==> src/rtl/wsp_pkg.sv <==
// rtl/wsp_pkg.sv - shared constants and control-bundle helper for the WSP sequencer
package wsp_pkg;

  localparam logic [2:0] ST_IDLE       = 3'd0;
  localparam logic [2:0] ST_IR_SHIFT   = 3'd1;
  localparam logic [2:0] ST_IR_UPDATE  = 3'd2;
  localparam logic [2:0] ST_DR_CAPTURE = 3'd3;
  localparam logic [2:0] ST_DR_SHIFT   = 3'd4;
  localparam logic [2:0] ST_DR_UPDATE  = 3'd5;
  localparam logic [2:0] ST_DONE       = 3'd6;

  localparam logic [1:0] MODE_NOP  = 2'b00;
  localparam logic [1:0] MODE_IR   = 2'b01;
  localparam logic [1:0] MODE_DR   = 2'b10;
  localparam logic [1:0] MODE_IRDR = 2'b11;

  localparam int WIR_W = 12;
  localparam logic [WIR_W-1:0] WS_BYPASS = '0;

  typedef struct packed {
    logic select_wir;
    logic shift;
    logic capture;
    logic update;
    logic wsi;
  } wsp_ctrl_t;

  // WSP pin values for the cycle spent in state st; serial data only while shifting.
  function automatic wsp_ctrl_t ctrl_for_state(input logic [2:0] st, input logic ir_bit,
                                               input logic dr_bit);
    wsp_ctrl_t c;
    c = '0;
    case (st)
      ST_IR_SHIFT: begin
        c.select_wir = 1'b1;
        c.shift      = 1'b1;
        c.wsi        = ir_bit;
      end
      ST_IR_UPDATE: begin
        c.select_wir = 1'b1;
        c.update     = 1'b1;
      end
      ST_DR_CAPTURE: c.capture = 1'b1;
      ST_DR_SHIFT: begin
        c.shift = 1'b1;
        c.wsi   = dr_bit;
      end
      ST_DR_UPDATE: c.update = 1'b1;
      default: c = '0;
    endcase
    return c;
  endfunction

endpackage

==> src/rtl/wsp_shift_reg.sv <==
// rtl/wsp_shift_reg.sv - parallel-load right-shift register exposing its next serial-out bit
module wsp_shift_reg
  import wsp_pkg::*;
#(
  parameter int W = 8
) (
  input  logic         clk_i,
  input  logic         rst_i,
  input  logic         load_i,
  input  logic         shift_i,
  input  logic [W-1:0] pdata_i,
  output logic         next_sout_o
);

  logic [W-1:0] sr_q, sr_d;

  always_comb begin
    sr_d = sr_q;
    if (load_i) begin
      sr_d = pdata_i;
    end else if (shift_i) begin
      sr_d = sr_q >> 1;
    end
  end

  always_ff @(posedge clk_i or posedge rst_i) begin
    if (rst_i) begin
      sr_q <= '0;
    end else begin
      sr_q <= sr_d;
    end
  end

  // The owner registers WSI, so it needs the bit that will sit in position 0 next cycle.
  assign next_sout_o = sr_d[0];

endmodule

==> src/rtl/wsp_sequencer.sv <==
// rtl/wsp_sequencer.sv - IEEE 1500 WSP sequencer: WIR load and run-time-length DR shift
module wsp_sequencer
  import wsp_pkg::*;
#(
  parameter int IR_W   = 12,
  parameter int DR_MAX = 64,
  parameter int LEN_W  = 7
) (
  input  logic              WRCK,
  input  logic              RESET,
  input  logic              start,
  input  logic              abort,
  input  logic [1:0]        mode,
  input  logic [IR_W-1:0]   ir_data,
  input  logic [DR_MAX-1:0] dr_data,
  input  logic [LEN_W-1:0]  dr_len,
  output logic              busy,
  output logic              done,
  output logic [DR_MAX-1:0] dr_capt,
  output logic              SelectWIR,
  output logic              ShiftWR,
  output logic              CaptureWR,
  output logic              UpdateWR,
  output logic              WSI,
  input  logic              WSO
);

  localparam logic [LEN_W-1:0] IR_LAST = LEN_W'(IR_W - 1);
  localparam logic [LEN_W-1:0] LEN_MAX = LEN_W'(DR_MAX);
  localparam logic [LEN_W-1:0] ONE     = LEN_W'(1);

  logic [2:0]        state_q, state_d;
  logic [LEN_W-1:0]  cnt_q, cnt_d, len_q, len_d;
  logic [1:0]        mode_q, mode_d;
  logic [DR_MAX-1:0] capt_q, capt_d;
  wsp_ctrl_t         ctrl_q, ctrl_d;
  logic              busy_q, busy_d, done_q, done_d;
  logic              accept, abort_now, ir_next, dr_next;

  assign accept    = (state_q == ST_IDLE) && start;
  // busy_q mirrors "state is between start and the last update", so abort keys off it.
  assign abort_now = abort && busy_q;

  always_comb begin
    state_d = state_q;
    cnt_d   = cnt_q;
    case (state_q)
      ST_IDLE: begin
        if (start) begin
          cnt_d = '0;
          case (mode)
            MODE_IR, MODE_IRDR: state_d = ST_IR_SHIFT;
            MODE_DR:            state_d = ST_DR_CAPTURE;
            default:            state_d = ST_DONE;
          endcase
        end
      end
      ST_IR_SHIFT: begin
        if (cnt_q == IR_LAST) begin
          state_d = ST_IR_UPDATE;
          cnt_d   = '0;
        end else begin
          cnt_d = cnt_q + ONE;
        end
      end
      ST_IR_UPDATE:  state_d = (mode_q == MODE_IRDR) ? ST_DR_CAPTURE : ST_DONE;
      ST_DR_CAPTURE: begin
        cnt_d   = '0;
        state_d = (len_q == '0) ? ST_DR_UPDATE : ST_DR_SHIFT;
      end
      ST_DR_SHIFT: begin
        if (cnt_q == len_q - ONE) begin
          state_d = ST_DR_UPDATE;
          cnt_d   = '0;
        end else begin
          cnt_d = cnt_q + ONE;
        end
      end
      ST_DR_UPDATE: state_d = ST_DONE;
      default:      state_d = ST_IDLE;
    endcase
    if (abort_now) begin
      state_d = ST_IDLE;
      cnt_d   = '0;
    end
  end

  assign mode_d = accept ? mode : mode_q;
  assign len_d  = accept ? ((dr_len > LEN_MAX) ? LEN_MAX : dr_len) : len_q;

  wsp_shift_reg #(.W(IR_W)) u_ir_sr (
    .clk_i       (WRCK),
    .rst_i       (RESET),
    .load_i      (accept),
    .shift_i     (state_q == ST_IR_SHIFT),
    .pdata_i     (ir_data),
    .next_sout_o (ir_next)
  );

  wsp_shift_reg #(.W(DR_MAX)) u_dr_sr (
    .clk_i       (WRCK),
    .rst_i       (RESET),
    .load_i      (accept),
    .shift_i     (state_q == ST_DR_SHIFT),
    .pdata_i     (dr_data),
    .next_sout_o (dr_next)
  );

  always_comb begin
    capt_d = capt_q;
    if (state_d == ST_DR_CAPTURE) begin
      capt_d = '0;
    end else if (state_q == ST_DR_SHIFT) begin
      for (int i = 0; i < DR_MAX; i++) begin
        if (cnt_q == LEN_W'(i)) begin
          capt_d[i] = WSO;
        end
      end
    end
  end

  assign ctrl_d = ctrl_for_state(state_d, ir_next, dr_next);
  assign busy_d = (state_d != ST_IDLE) && (state_d != ST_DONE);
  assign done_d = (state_d == ST_DONE);

  always_ff @(posedge WRCK or posedge RESET) begin
    if (RESET) begin
      state_q <= ST_IDLE;
      cnt_q   <= '0;
      len_q   <= '0;
      mode_q  <= MODE_NOP;
      capt_q  <= '0;
      ctrl_q  <= '0;
      busy_q  <= 1'b0;
      done_q  <= 1'b0;
    end else begin
      state_q <= state_d;
      cnt_q   <= cnt_d;
      len_q   <= len_d;
      mode_q  <= mode_d;
      capt_q  <= capt_d;
      ctrl_q  <= ctrl_d;
      busy_q  <= busy_d;
      done_q  <= done_d;
    end
  end

  assign busy      = busy_q;
  assign done      = done_q;
  assign dr_capt   = capt_q;
  assign SelectWIR = ctrl_q.select_wir;
  assign ShiftWR   = ctrl_q.shift;
  assign CaptureWR = ctrl_q.capture;
  assign UpdateWR  = ctrl_q.update;
  assign WSI       = ctrl_q.wsi;

endmodule

==> config.mk <==
export PLATFORM = sky130hd
export DESIGN_NAME = wsp_sequencer
export DESIGN_NICKNAME = d
export VERILOG_FILES = /design/src/rtl/wsp_pkg.sv /design/src/rtl/wsp_shift_reg.sv /design/src/rtl/wsp_sequencer.sv
export SDC_FILE = /design/constraint.sdc
export NUM_CORES = 1
export LEC_CHECK = 0
export ABC_CLOCK_PERIOD_IN_PS = 14500
export CELL_PAD_IN_SITES_DETAIL_PLACEMENT = 1
export CELL_PAD_IN_SITES_GLOBAL_PLACEMENT = 1
export CORE_ASPECT_RATIO = 0.5
export CORE_UTILIZATION = 43
export CTS_BUF_LIST = sky130_fd_sc_hd__clkbuf_4 sky130_fd_sc_hd__clkbuf_8
export DETAILED_ROUTE_END_ITERATION = 12
export PLACE_DENSITY_LB_ADDON = 0.1
export SLEW_MARGIN = 5
export SYNTH_ARGS = -nofsm -noshare
export SYNTH_HDL_FRONTEND = slang
export SYNTH_SLANG_ARGS = --single-unit
==> constraint.sdc <==
create_clock -name WRCK -period 14.5 [get_ports WRCK]
set_input_delay 2.175 -clock WRCK [delete_from_list [all_inputs] [get_ports WRCK]]
set_output_delay 2.175 -clock WRCK [all_outputs]
set_load 0.02 [all_outputs]
==> results of run 1 <==
worst max-delay path, stage by stage:
cell and delay, ns:
clkdlybuf4s50_1 0.56, nand3_1 0.28, o22ai_1 0.29, a21oi_2 0.13, nor4_4 0.15, buf_4 0.60
nor3_1 0.16
logic make-up (layout without fill, tap and decap cells):
logic type | Yosys count | in the layout | synth area share (%)
simple gates | 292 | 292 | 18.2
flops | 166 | 166 | 53.9
compound gates | 158 | 158 | 14.8
buf+inv | 145 | 276 | 7.68
mux | 25 | 25 | 3.26
xor+xnor | 11 | 11 | 1.25
fa+ha+maj | 6 | 6 | 0.942
metrics by stage:
| step | cells | worst slack [ns] | area, sq um |
|---|---|---|---|
| floorplan | 803 | 7.83 | 7710 |
| global placement | 1136 | 9.97 | 9400 |
| detailed placement | 1136 | 9.92 | 9400 |
| CTS | 1168 | 10.42 | 9850 |
| global route | 1168 | 10.20 | 9860 |
| finish | 1168 | 10.41 | 9860 |
worst max-delay path by stage:
stage                      from           to  slack, ns  depth (start not counted)
after detailed placement  start  dr_capt[25]       9.92                          7
after CTS                 start  dr_capt[41]      10.42                          7
final                     start  dr_capt[40]      10.41                          7
after global placement    start  dr_capt[51]       9.97                          7
after floorplan           RESET    CaptureWR       7.83                          1
after global routing      start   dr_capt[5]      10.20                          7
routing by layer:
layer  vias to the layer above  wire [um]  global-route usage (%)
met4                         0        223                    6.53
li1                       3031          -                       -
met2                       143      10200                    38.9
met5                         -          0                       0
met1                      3314       9700                    32.5
met3                        17       1190                    6.68
layout by cell type (no fill, tap or decap), types with 2 or more instances in the layout:
| cell type | n |
|---|---|
| nor2b_1 | 6 |
| a222oi_1 | 62 |
| a22oi_1 | 2 |
| bufinv_16 | 4 |
| o22ai_1 | 3 |
| nand2_1 | 92 |
| o21ai_1 | 4 |
| ha_1 | 5 |
| mux2i_1 | 24 |
| clkdlybuf4s50_1 | 159 |
| xor2_1 | 5 |
| nor4_4 | 2 |
| inv_1 | 73 |
| a21oi_1 | 59 |
| nand4_1 | 4 |
| and3_1 | 4 |
| nor3_2 | 8 |
| o21ai_0 | 18 |
| nor2_1 | 76 |
| and2_1 | 15 |
| nand3_1 | 14 |
| clkbuf_8 | 17 |
| xnor2_1 | 6 |
| a22o_1 | 3 |
| nand3b_1 | 9 |
| nor3_1 | 53 |
| dfrtp_1 | 166 |
| buf_4 | 10 |
| nand2b_1 | 3 |
| nor4_1 | 2 |
| inv_6 | 7 |
| clkinv_4 | 2 |
power by group through the flow:
stage / logic (mW) / clock network (mW) / registers [mW]
floorplan: 0.428 / 0 / 0.778
global placement: 0.683 / 0 / 0.748
detailed placement: 0.716 / 0 / 0.756
CTS: 0.718 / 0.390 / 0.748
global route: 0.790 / 0.408 / 0.767
finish: 0.709 / 0.383 / 0.749
sequential cells by signal, summed over array words and instances, names as in the netlist:
signal / count
dr_capt: 64
u_dr_sr.sr_q: 64
u_ir_sr.sr_q: 12
cnt_q: 7
len_q: 7
state_q: 3
mode_q: 2
CaptureWR: 1
SelectWIR: 1
ShiftWR: 1
UpdateWR: 1
WSI: 1
busy: 1
done: 1
layout make-up:
class	instances	area [sq um]	area share, %
Clock inverter	15	214	2.17
Clock buffer	17	234	2.37
Sequential cell	166	4150	42.1
Tap cell	234	293	2.97
Timing Repair Buffer	170	1670	17.0
Inverter	74	283	2.87
Multi-Input combinational cell	492	3010	30.5
==> results.py, run 1 <==
metrics = {
    "sta": {
        "drv_slew": 0,
        "worst_clock_skew_ns": 0.0158,
        "hold_violations": 0,
        "period_needed_ns": 4.09,
        "whs_ns": 0.484,
        "fmax_mhz": 244,
        "finalCritPeriodShare_pct": 28.2,
        "worstMarginPinSlew_ns": 1.22,
        "max_slew_margin_pct": 19.0,
        "setup_viol": 0,
        "rsz0062_at_grt": "no",
        "fin_setup_tns_ns": 0,
    },
    "clock_tree": {
        "post-cts-setup-buffer-count": 0,
        "cts_resized": 0,
        "clock_sinks": 166,
        "clk_pin_slew_worst_paths_ns": 0.09,
        "clock_latency_ns": 0.47,
        "tritoncts": "yes",
        "cts_made_buffers": 17,
        "hold_buffers": 0,
        "h-tree-depth": 4,
        "cts_buffer_depth": 2,
        "root_buffer": "clkbuf_8",
    },
    "synth": {
        "synth_nets": 898,
        "ys_types": 43,
        "synth.area.top_cells": "dfrtp_1 (54%), a222oi_1 (8.1%), nand2_1 (4.5%)",
        "yosysTopAreaCellShare_pct": 53.9,
        "yosys_register_bits": 166,
        "synth_edf_count": 0,
        "synthesis.area_sq_um": 7710,
        "synth_area_leader_cell": "dfrtp_1",
        "synth_top_flop_cell": "dfrtp_1",
        "synth_area_per_cell_sq_um": 9.60,
        "synthCells": 803,
        "yosys_warnings": 0,
        "synth.most_common_cell": "dfrtp_1",
        "synthArstFlopShare_pct": 100,
        "synth_commonest_cells": "dfrtp_1 (166), nand2_1 (92), nor2_1 (76)",
        "yosysSeqAreaShare_pct": 53.9,
    },
    "setup_path": {
        "crit_required_ns": 14.81,
        "reg2regPathDepth": 7,
        "reg2reg_slack_ns": 11.40,
        "start_kind": "primary input",
        "reg2reg_to": "dr_capt[40]",
        "reg2reg_from": "cnt_q[1]",
        "worst_setup_path_end_kind": "flop",
        "critical_path_arrival_ns": 4.41,
        "cp_max_fo": 65,
        "critPathKind": "in -> reg",
    },
    "pwr": {
        "irDropWorstVdd_mv": 0.0927,
        "leakage_nw": 4.49,
        "p_comb_share_pct": 38.5,
        "p_clk_share_pct": 20.8,
        "p_switching_mw": 0.709,
        "finalPower_mw": 1.84,
        "switching_share_pct": 38.5,
        "p_int_mw": 1.13,
        "pwr-share-seq_pct": 40.7,
        "p_per_area_nw_per_um2": 187,
    },
    "status": {
        "status": "completed",
    },
    "placed_design": {
        "hpwl_um": 13900,
        "io_buffers": 160,
        "place.gp.congestion": 0.770,
    },
    "route": {
        "wl_um": 21300,
        "post-route-drc-count": 0,
        "first_pass_iters": 9,
        "drt-vias-per-instance": 5.57,
        "detailedRoute.firstIterationViolations": 698,
        "drtAntennaViolNets": 0,
        "wl_per_cell_um": 18.2,
        "dr_total_vias": 6505,
    },
    "floorplanning": {
        "rows": 34,
        "initial_core_util_pct": 44.2,
        "die_height_um": 96.7,
        "dieArea_sq_um": 18500,
        "ioPinCount": 161,
        "fp.coreArea_sq_um": 17400,
        "die_width_um": 191,
    },
    "hold_path": {
        "hold_class": "reg -> reg",
        "holdCritStartpoint": "busy",
        "holdPathEnd": "state_q[1]",
        "holdPathStages": 1,
    },
    "flow_run": {
        "drv_cap": 0,
    },
    "global_routing": {
        "grt_overflow": 0,
        "grt_max_degree": 100,
        "grt_pass1_vias": 6740,
        "track_usage_pct": 24.3,
        "grt_antenna_before_repair": 0,
        "grt_first_pass_wirelength_um": 35300,
    },
    "layout": {
        "nNetsFinal": 1016,
        "final_layout_size_suffix_gt1_share_pct": 6.53,
        "post-route-util_pct": 56.5,
        "diodes": 0,
        "area_growth_pct": 27.9,
        "fillers": 1979,
    },
}
(Power assumes the default switching activity.)
==> run 2: changes to the inputs <==
ABC_CLOCK_PERIOD_IN_PS = 3560   (was 14500)
CORE_UTILIZATION = 36   (was 43)
clock period = 3.56 ns   (was 14.5 ns; I/O delays follow)
==> run 2 against run 1 <==
  * Die area grew 19%
  * Clock skew shrank 0.0047 ns
  * Highest routed layer unchanged
  * Design area grew 1.4%
  * Sequential cell count is the same
  * Worst hold slack gained 0.0098 ns
  * Global-route usage shrank 3.5 points
==> results.py, run 2 (synthesis results as in run 1) <==
metrics = {
    "status": {
        "status": "completed",
    },
    "pwr": {
        "p_per_area_nw_per_um2": 758,
        "leakage_nw": 4.53,
        "switching_share_pct": 37.5,
        "finalPower_mw": 7.58,
        "p_switching_mw": 2.84,
        "pwr-share-seq_pct": 40.0,
        "p_int_mw": 4.73,
        "p_clk_share_pct": 21.2,
        "irDropWorstVdd_mv": 0.357,
        "p_comb_share_pct": 38.7,
    },
    "floorplanning": {
        "dieArea_sq_um": 22000,
        "rows": 37,
        "fp.coreArea_sq_um": 20700,
        "ioPinCount": 161,
        "initial_core_util_pct": 37.2,
        "die_height_um": 105,
        "die_width_um": 209,
    },
    "sta": {
        "fin_setup_tns_ns": 0,
        "finalCritPeriodShare_pct": 74.0,
        "worstMarginPinSlew_ns": 0.754,
        "rsz0062_at_grt": "no",
        "whs_ns": 0.494,
        "period_needed_ns": 2.63,
        "max_slew_margin_pct": 49.7,
        "worst_clock_skew_ns": 0.0110,
        "drv_slew": 0,
        "hold_violations": 0,
        "fmax_mhz": 380,
        "setup_viol": 0,
    },
    "setup_path": {
        "critPathTopFamily": "simple AND/OR/NAND/NOR gates",
        "critical_path_arrival_ns": 3.01,
        "cpPeakStageDelay_ns": 0.59,
        "start_kind": "flop",
        "cp_slowest_cell": "or2_0",
        "critPathKind": "reg -> reg",
        "worst_setup_path_end_kind": "flop",
        "crit_required_ns": 3.94,
        "crit_chain": "nand2b_1 > or2_0 > o22ai_1 > a21oi_2 > nor4_4 > buf_12 > nor3_1",
        "cp_max_fo": 65,
        "worstPathBufferInverterCount": 1,
    },
    "clock_tree": {
        "cts_buffer_depth": 2,
        "root_buffer": "clkbuf_8",
        "cts_resized": 0,
        "clk_pin_slew_worst_paths_ns": 0.09,
        "tritoncts": "yes",
        "h-tree-depth": 4,
        "cts_made_buffers": 17,
        "post-cts-setup-buffer-count": 0,
        "clock_latency_ns": 0.47,
        "hold_buffers": 0,
        "clock_sinks": 166,
    },
    "layout": {
        "diodes": 0,
        "nNetsFinal": 1021,
        "fillers": 2326,
        "area_growth_pct": 29.7,
        "final_common_cell": "dfrtp_1",
        "final_layout_size_suffix_gt1_share_pct": 6.82,
        "layout_common_cells": "dfrtp_1 (166), clkdlybuf4s50_1 (159), nand2_1 (92), nor2_1 (76), inv_1 (73)",
    },
    "route": {
        "wl_per_cell_um": 18.2,
        "first_pass_iters": 8,
        "detailedRoute.firstIterationViolations": 523,
        "wl_um": 22000,
        "dr_total_vias": 6402,
        "drtAntennaViolNets": 0,
        "drt-vias-per-instance": 5.29,
        "post-route-drc-count": 0,
    },
    "global_routing": {
        "grt_max_degree": 100,
        "grt_antenna_before_repair": 0,
        "grt_pass1_vias": 6593,
        "track_usage_pct": 20.8,
        "grt_overflow": 0,
        "grt_first_pass_wirelength_um": 35800,
    },
    "flow_run": {
        "drv_cap": 0,
    },
    "hold_path": {
        "hold_class": "reg -> reg",
    },
    "placed_design": {
        "hpwl_um": 14600,
        "io_buffers": 160,
        "place.gp.congestion": 0.783,
    },
}
## run 2: worst reg2reg max path, stage by stage (launching register included)
cell,delay (ns)
dfrtp_1,0.55
nand2b_1,0.22
or2_0,0.59
o22ai_1,0.21
a21oi_2,0.37
nor4_4,0.07
buf_12,0.23
nor3_1,0.31
## run 2: final timing paths
path | endpoint | slack, ns | start | cells after the start
min in group asynchronous | cnt_q[0] | 0.50 | RESET | 2
setup reg to reg | dr_capt[2] | 0.93 | state_q[2] | 7
max in group asynchronous | dr_capt[41] | 2.11 | RESET | 3
hold reg to reg | mode_q[1] | 0.49 | mode_q[1] | 2
setup / recovery | dr_capt[2] | 0.93 | state_q[2] | 7
hold / removal | mode_q[1] | 0.49 | mode_q[1] | 2
## run 2: power by group through the flow
stage	Sequential (mW)	Combinational [mW]	Clock [mW]
floorplan	3.17	1.74	0
global placement	3.05	2.85	0
detailed placement	3.07	2.97	0
CTS	3.04	2.98	1.65
global route	3.11	3.25	1.72
finish	3.03	2.93	1.61
## run 2: through the flow
stage | setup WS, ns | cells | util [%] | area, sq um
4_1_cts | 0.897 | 1211 | 48.2 | 9990
3_5_place_dp | 0.940 | 1180 | 45.9 | 9530
5_1_grt | 0.686 | 1211 | 48.2 | 9990
3_3_place_gp | 0.994 | 1180 | 45.9 | 9530
6_report | 0.927 | 1211 | 48.2 | 9990
2_1_floorplan | 0.913 | 803 | - | 7710
## run 2: area by class of cell
cell class	count	area, sq um	area share (%)
sequential	166	4150	41.6
multi-input combinational	492	3000	30.0
timing repair buffer	175	1750	17.5
tap	273	342	3.42
inverter	74	282	2.82
clock buffer	20	269	2.69
clock inverter	11	198	1.98
## run 2: per-layer routing
layer  up-vias  part of all wire, %  global-route usage [%]
met2       143                   46                    32.0
met3        21                  5.9                    5.96
met5         -                    0                       0
li1       3043                    -                       -
met1      3195                   46                    28.0
met4         0                  1.4                    7.14
==> RTL change 1 (settings of run 1) <==
Make the reset (`RESET` and `rst_i`) synchronous in 2 clocked blocks.
--- a/src/rtl/wsp_shift_reg.sv
+++ b/src/rtl/wsp_shift_reg.sv
@@ -23,7 +23,7 @@
     end
   end
 
-  always_ff @(posedge clk_i or posedge rst_i) begin
+  always_ff @(posedge clk_i) begin
     if (rst_i) begin
       sr_q <= '0;
     end else begin
--- a/src/rtl/wsp_sequencer.sv
+++ b/src/rtl/wsp_sequencer.sv
@@ -123,7 +123,7 @@
   assign busy_d = (state_d != ST_IDLE) && (state_d != ST_DONE);
   assign done_d = (state_d == ST_DONE);
 
-  always_ff @(posedge WRCK or posedge RESET) begin
+  always_ff @(posedge WRCK) begin
     if (RESET) begin
       state_q <= ST_IDLE;
       cnt_q   <= '0;
Check against the original RTL: differs if RESET is asserted again (counterexample within 4 cycles, from zero or initial values and one cycle with RESET high); with RESET held inactive, the same outputs for 10 cycles.
==> RTL change 1 against run 1 <==
- cell area decreased by 8.4%
- first-iteration DRC count shrank 11%
- maximum frequency fell by 14%
- global-route usage down 0.16 points
- sequential share of layout area is 5.3 points lower
- routed wire length shrank 5.0%
- worst setup slack worse by 0.69 ns
- area after synthesis fell by 7.7%
- sequential cell count unchanged
Power is not compared: it rests on default switching activity, and its combinational part moved more than twofold at a synthesized area within 25%.
==> RTL change 1: results (changes against run 1) <==
INFO  metric post_route_cells_drive_above_1_share = 8.05% (+1.5 points)
INFO  metric worst_endpoint_data_arrival_time = 5.09 ns (+0.68 ns)
INFO  metric crit_fanout = 64 (-1.5%)
INFO  metric routed-via-count = 6639 (+2.1%)
INFO  metric synth.distinct_cells = 47 (+9.3%)
INFO  metric post_cts.repair.setup_buffers = 0 (unchanged)
INFO  metric timing.clock.skew = 0.0162 ns (+0.000417 ns)
INFO  metric fillerInstances = 1845 (-6.8%)
INFO  metric post-dp-hpwl = 13600 µm (-2.7%)
INFO  metric synth-seq-area-share = 46.7% (-7.2 points)
INFO  metric max_slew.worst_pin.slew = 1.11 ns (-0.103 ns)
INFO  metric drt-pass1-iter-count = 10 (+1)
INFO  metric clk-insertion-delay-late = 0.47 ns (about the same)
INFO  metric netlist_instances = 842 (+4.9%)
INFO  metric pin_count_of_the_biggest_net_entering_global_routing = 89 (-11%)
INFO  metric postSynthNetCount = 937 (+4.3%)
INFO  metric number_of_placed_instances_with_taps_included = 1146 (+0.88%)
INFO  metric gp_routability_congestion = 0.831 (+7.8%)
INFO  metric cpMaxStageDelayCell = sky130_fd_sc_hd__or4b_2
INFO  metric max_stage_delay = 0.83 ns (+0.23 ns)
INFO  metric first_global_vias = 6562 (-2.6%)
INFO  metric holdCritPathClass = reg2reg
INFO  metric outcome = complete, no violations
INFO  metric drt_iter0_markers = 624 (-11%)
INFO  metric final_nets = 1039 (+2.3%)
INFO  metric netlist_top_cells_count = sky130_fd_sc_hd__dfxtp_1, sky130_fd_sc_hd__nand2_1, sky130_fd_sc_hd__nor2_1
INFO  metric routed_wirelength = 20200 µm (-5.0%)
INFO  metric grt_util_all_layers = 24.1% (-0.16 points)
INFO  metric h-tree-depth = 4 (unchanged)
INFO  metric drt-wirelength-per-cell = 17.2 µm (-5.8%)
INFO  metric synthTopCellsByArea = sky130_fd_sc_hd__dfxtp_1, sky130_fd_sc_hd__a222oi_1, sky130_fd_sc_hd__nand2_1
INFO  metric place_ws = 9.23 ns (-0.696 ns)
INFO  metric wire_length_of_the_first_global_routing_pass = 32900 µm (-6.9%)
INFO  metric async_reset_ff_share = 0% (-100 points)
RTL change 1: area by class of cell:
type | instances | area (µm²) | share of cell area, %
clock inverters | 15 | 144 | 1.59
repair buffers | 166 | 1640 | 18.1
flip-flops and latches | 166 | 3320 | 36.8
clock buffers | 17 | 234 | 2.59
well taps | 221 | 277 | 3.06
inverters | 7 | 26.3 | 0.291
multi-input cells | 586 | 3390 | 37.5
RTL change 1: path summary, 6_finish.rpt:
check                           slack, ns  cells past startpoint                          from                           end
worst max-delay path                 9.72                      8                         start      dr_capt[21]$_SDFFE_PP0P_
worst min-delay path                 0.46                      2  u_ir_sr.sr_q[1]$_SDFFE_PP0P_  u_ir_sr.sr_q[1]$_SDFFE_PP0P_
worst max register to register      11.13                      7         cnt_q[4]$_SDFFE_PP0P_      dr_capt[21]$_SDFFE_PP0P_
worst min register to register       0.46                      2  u_ir_sr.sr_q[1]$_SDFFE_PP0P_  u_ir_sr.sr_q[1]$_SDFFE_PP0P_
RTL change 1: report_power, final:
part	internal (mW)	leakage (nW)	switching (mW)	total, mW
sequential	0.507	1.35	0.0357	0.542
clock	0.127	0.185	0.198	0.325
combinational	0.121	1.49	0.184	0.305
RTL change 1: tightest hold or removal path, delay by kind of cell (launching register included):
| kind | cells | cell delay (ns) |
|---|---|---|
| and+or+nand+nor | 1 | 0.05 |
| AOI/OAI and AO/OA | 1 | 0.05 |
| DFF | 1 | 0.32 |
RTL change 1: logic make-up (layout without fill, tap and decap cells):
kind of cell | count (synthesis) | in the layout | share of synthesized area [%]
flip-flops | 166 | 166 | 46.7
XOR/XNOR | 10 | 10 | 1.23
AO/OA/AOI/OAI | 189 | 189 | 20.3
buffers and inverters | 90 | 205 | 5.91
AND/OR/NAND/NOR | 372 | 372 | 23.5
adder cells (fa/ha/maj) | 5 | 5 | 0.880
multiplexers | 10 | 10 | 1.43
RTL change 1: layer usage:
layer,part of all wire [%],vias to the layer above,global-route usage (%)
li1,-,3205,-
met1,44,3247,29.2
met2,48,171,40.9
met3,7.0,16,7.75
met4,1.0,0,7.22
met5,0,-,0
RTL change 1: per-stage QoR:
| stage | cell area (µm²) | hold WS, ns | util (%) |
|---|---|---|---|
| after detailed placement | 8650 | 0.450 | 54.9 |
| after CTS | 9030 | 0.465 | 57.2 |
| after global routing | 9030 | 0.483 | 57.2 |
| after global placement | 8650 | 0.442 | 54.9 |
| after floorplan | 7110 | 0.436 | - |
| final | 9030 | 0.460 | 57.2 |
==> RTL change 2 (settings of run 1) <==
Without the edit above. Change the parameter `LEN_W` from 7 to 14.
--- a/src/rtl/wsp_sequencer.sv
+++ b/src/rtl/wsp_sequencer.sv
@@ -4,7 +4,7 @@
 #(
   parameter int IR_W   = 12,
   parameter int DR_MAX = 64,
-  parameter int LEN_W  = 7
+  parameter int LEN_W  = 14
 ) (
   input  logic              WRCK,
   input  logic              RESET,
Ports: changed (resized dr_len); port bits go from 161 to 168. No check against the original RTL was run, so the function may have changed too.
==> RTL change 2 against run 1 <==
- die area up 11%
- clock skew down 0.0083 ns
- core utilization down 1.1 points
- total power up 0.49%
- worst setup slack worse by 0.93 ns
- sequential power up 2.9%
- synthesized cell count up 22%
- sequential cell count up 14
- sequential share of layout area down 0.56 points
- hold slack worse by 0.0091 ns
- area after synthesis up 12%
- cell area up 9.9%
- critical path depth up 2
- routed wire length up 16%
- critical endpoint is now dr_capt[60]$_DFFE_PP0P_
- largest power group unchanged
==> RTL change 2: results (changes against run 1) <==
INFO  metric hold-path-cell-count = 2 (+1)
INFO  metric fillerInstances = 2313 (+17%)
INFO  metric p_leak = 4.73 nW (+5.4%)
INFO  metric drt-wirelength-per-cell = 17.9 µm (-1.7%)
INFO  metric synth.distinct_cells = 54 (+26%)
INFO  metric power.net_switching = 0.693 mW (-2.3%)
INFO  metric register_share_of_total_power = 41.7% (+1.0 points)
INFO  metric drt_iter0_markers = 402 (-42%)
INFO  metric number_of_placed_instances_with_taps_included = 1351 (+19%)
INFO  metric drt-pass1-iter-count = 4 (-5)
INFO  metric netlist_instances = 982 (+22%)
INFO  metric groute.layer.met1.usage = 32.4% (-0.12 points)
INFO  metric gp_routability_congestion = 0.795 (+3.2%)
INFO  metric grt.met3_usage = 6.57% (-0.11 points)
INFO  metric final_nets = 1206 (+19%)
INFO  metric grt_util_all_layers = 24.9% (+0.59 points)
INFO  metric place_ws = 8.96 ns (-0.960 ns)
INFO  metric first_global_vias = 7860 (+17%)
INFO  metric placed_cell_area = 10400 µm² (+10%)
INFO  metric routed-via-count = 7632 (+17%)
INFO  metric post-dp-hpwl = 16500 µm (+18%)
INFO  metric synthTopCellsByArea = sky130_fd_sc_hd__dfrtp_1, sky130_fd_sc_hd__nand2_1, sky130_fd_sc_hd__a22oi_1
INFO  metric place.port_buffers = 167 (+4.4%)
INFO  metric timing.max_slew.rel_slack = 15.8% (-3.2 points)
INFO  metric global_route.usage.met2 = 41.0% (+2.1 points)
INFO  metric max_stage_delay = 0.75 ns (+0.15 ns)
INFO  metric routed_wirelength = 24800 µm (+16%)
INFO  metric wire_length_of_the_first_global_routing_pass = 40500 µm (+15%)
INFO  metric worst_endpoint_data_arrival_time = 5.34 ns (+0.93 ns)
INFO  metric post_route_cells_drive_above_1_share = 4.66% (-1.9 points)
INFO  metric outcome = complete, no violations
INFO  metric timing.clock.skew = 0.00745 ns (-0.00833 ns)
INFO  metric power_report.internal_total = 1.16 mW (+2.2%)
INFO  metric grt_antenna_before_repair = 2 (+2)
INFO  metric postSynthNetCount = 1084 (+21%)
INFO  metric synth-seq-area-share = 52.3% (-1.6 points)
INFO  metric worst_r2r_path_depth = 10 (+3)
INFO  metric pin_count_of_the_biggest_net_entering_global_routing = 92 (-8.0%)
RTL change 2: cell count changes after synthesis, sizes merged, moves of 52 or more:
cell    before  now
nand2       92  238
a222oi      62    0
o21ai       23   81
a22oi        2   73
inv         74   12
nor3        62   10
RTL change 2: final cells by class:
| cell class | count | area share, % |
|---|---|---|
| sequential | 180 | 41.6 |
| multi-input combinational | 718 | 34.7 |
| tap | 266 | 3.07 |
| clock inverter | 8 | 1.35 |
| inverter | 12 | 0.462 |
| timing repair buffer | 175 | 15.9 |
| clock buffer | 24 | 2.88 |
RTL change 2: kinds of logic after synthesis:
logic type | Yosys count | share of synthesized area (%)
DFF | 180 | 52.3
buffers and inverters | 84 | 4.25
AOI/OAI and AO/OA | 260 | 18.6
adders and majority gates | 5 | 0.727
and+or+nand+nor | 427 | 21.3
xor gates and xnor gates | 18 | 1.83
muxes | 8 | 0.960
RTL change 2: path summary, 6_finish.rpt:
| check | endpoint | startpoint | slack, ns |
|---|---|---|---|
| worst max-delay path | dr_capt[60]$_DFFE_PP0P_ | start | 9.47 |
| worst min-delay path | u_dr_sr.sr_q[44]$_DFFE_PP0P_ | u_dr_sr.sr_q[45]$_DFFE_PP0P_ | 0.48 |
| worst max register to register | dr_capt[60]$_DFFE_PP0P_ | len_q[0]$_DFFE_PP0P_ | 10.72 |
| worst min register to register | u_dr_sr.sr_q[44]$_DFFE_PP0P_ | u_dr_sr.sr_q[45]$_DFFE_PP0P_ | 0.48 |
| max in group asynchronous | dr_capt[47]$_DFFE_PP0P_ | RESET | 10.42 |
| min in group asynchronous | u_dr_sr.sr_q[46]$_DFFE_PP0P_ | RESET | 2.15 |
RTL change 2: per-layer routing:
metal | wire (µm) | share of wire [%]
met4 | 381 | 1.5
met2 | 11600 | 47
met5 | 25 | 0.10
met1 | 11600 | 47
met3 | 1190 | 4.8
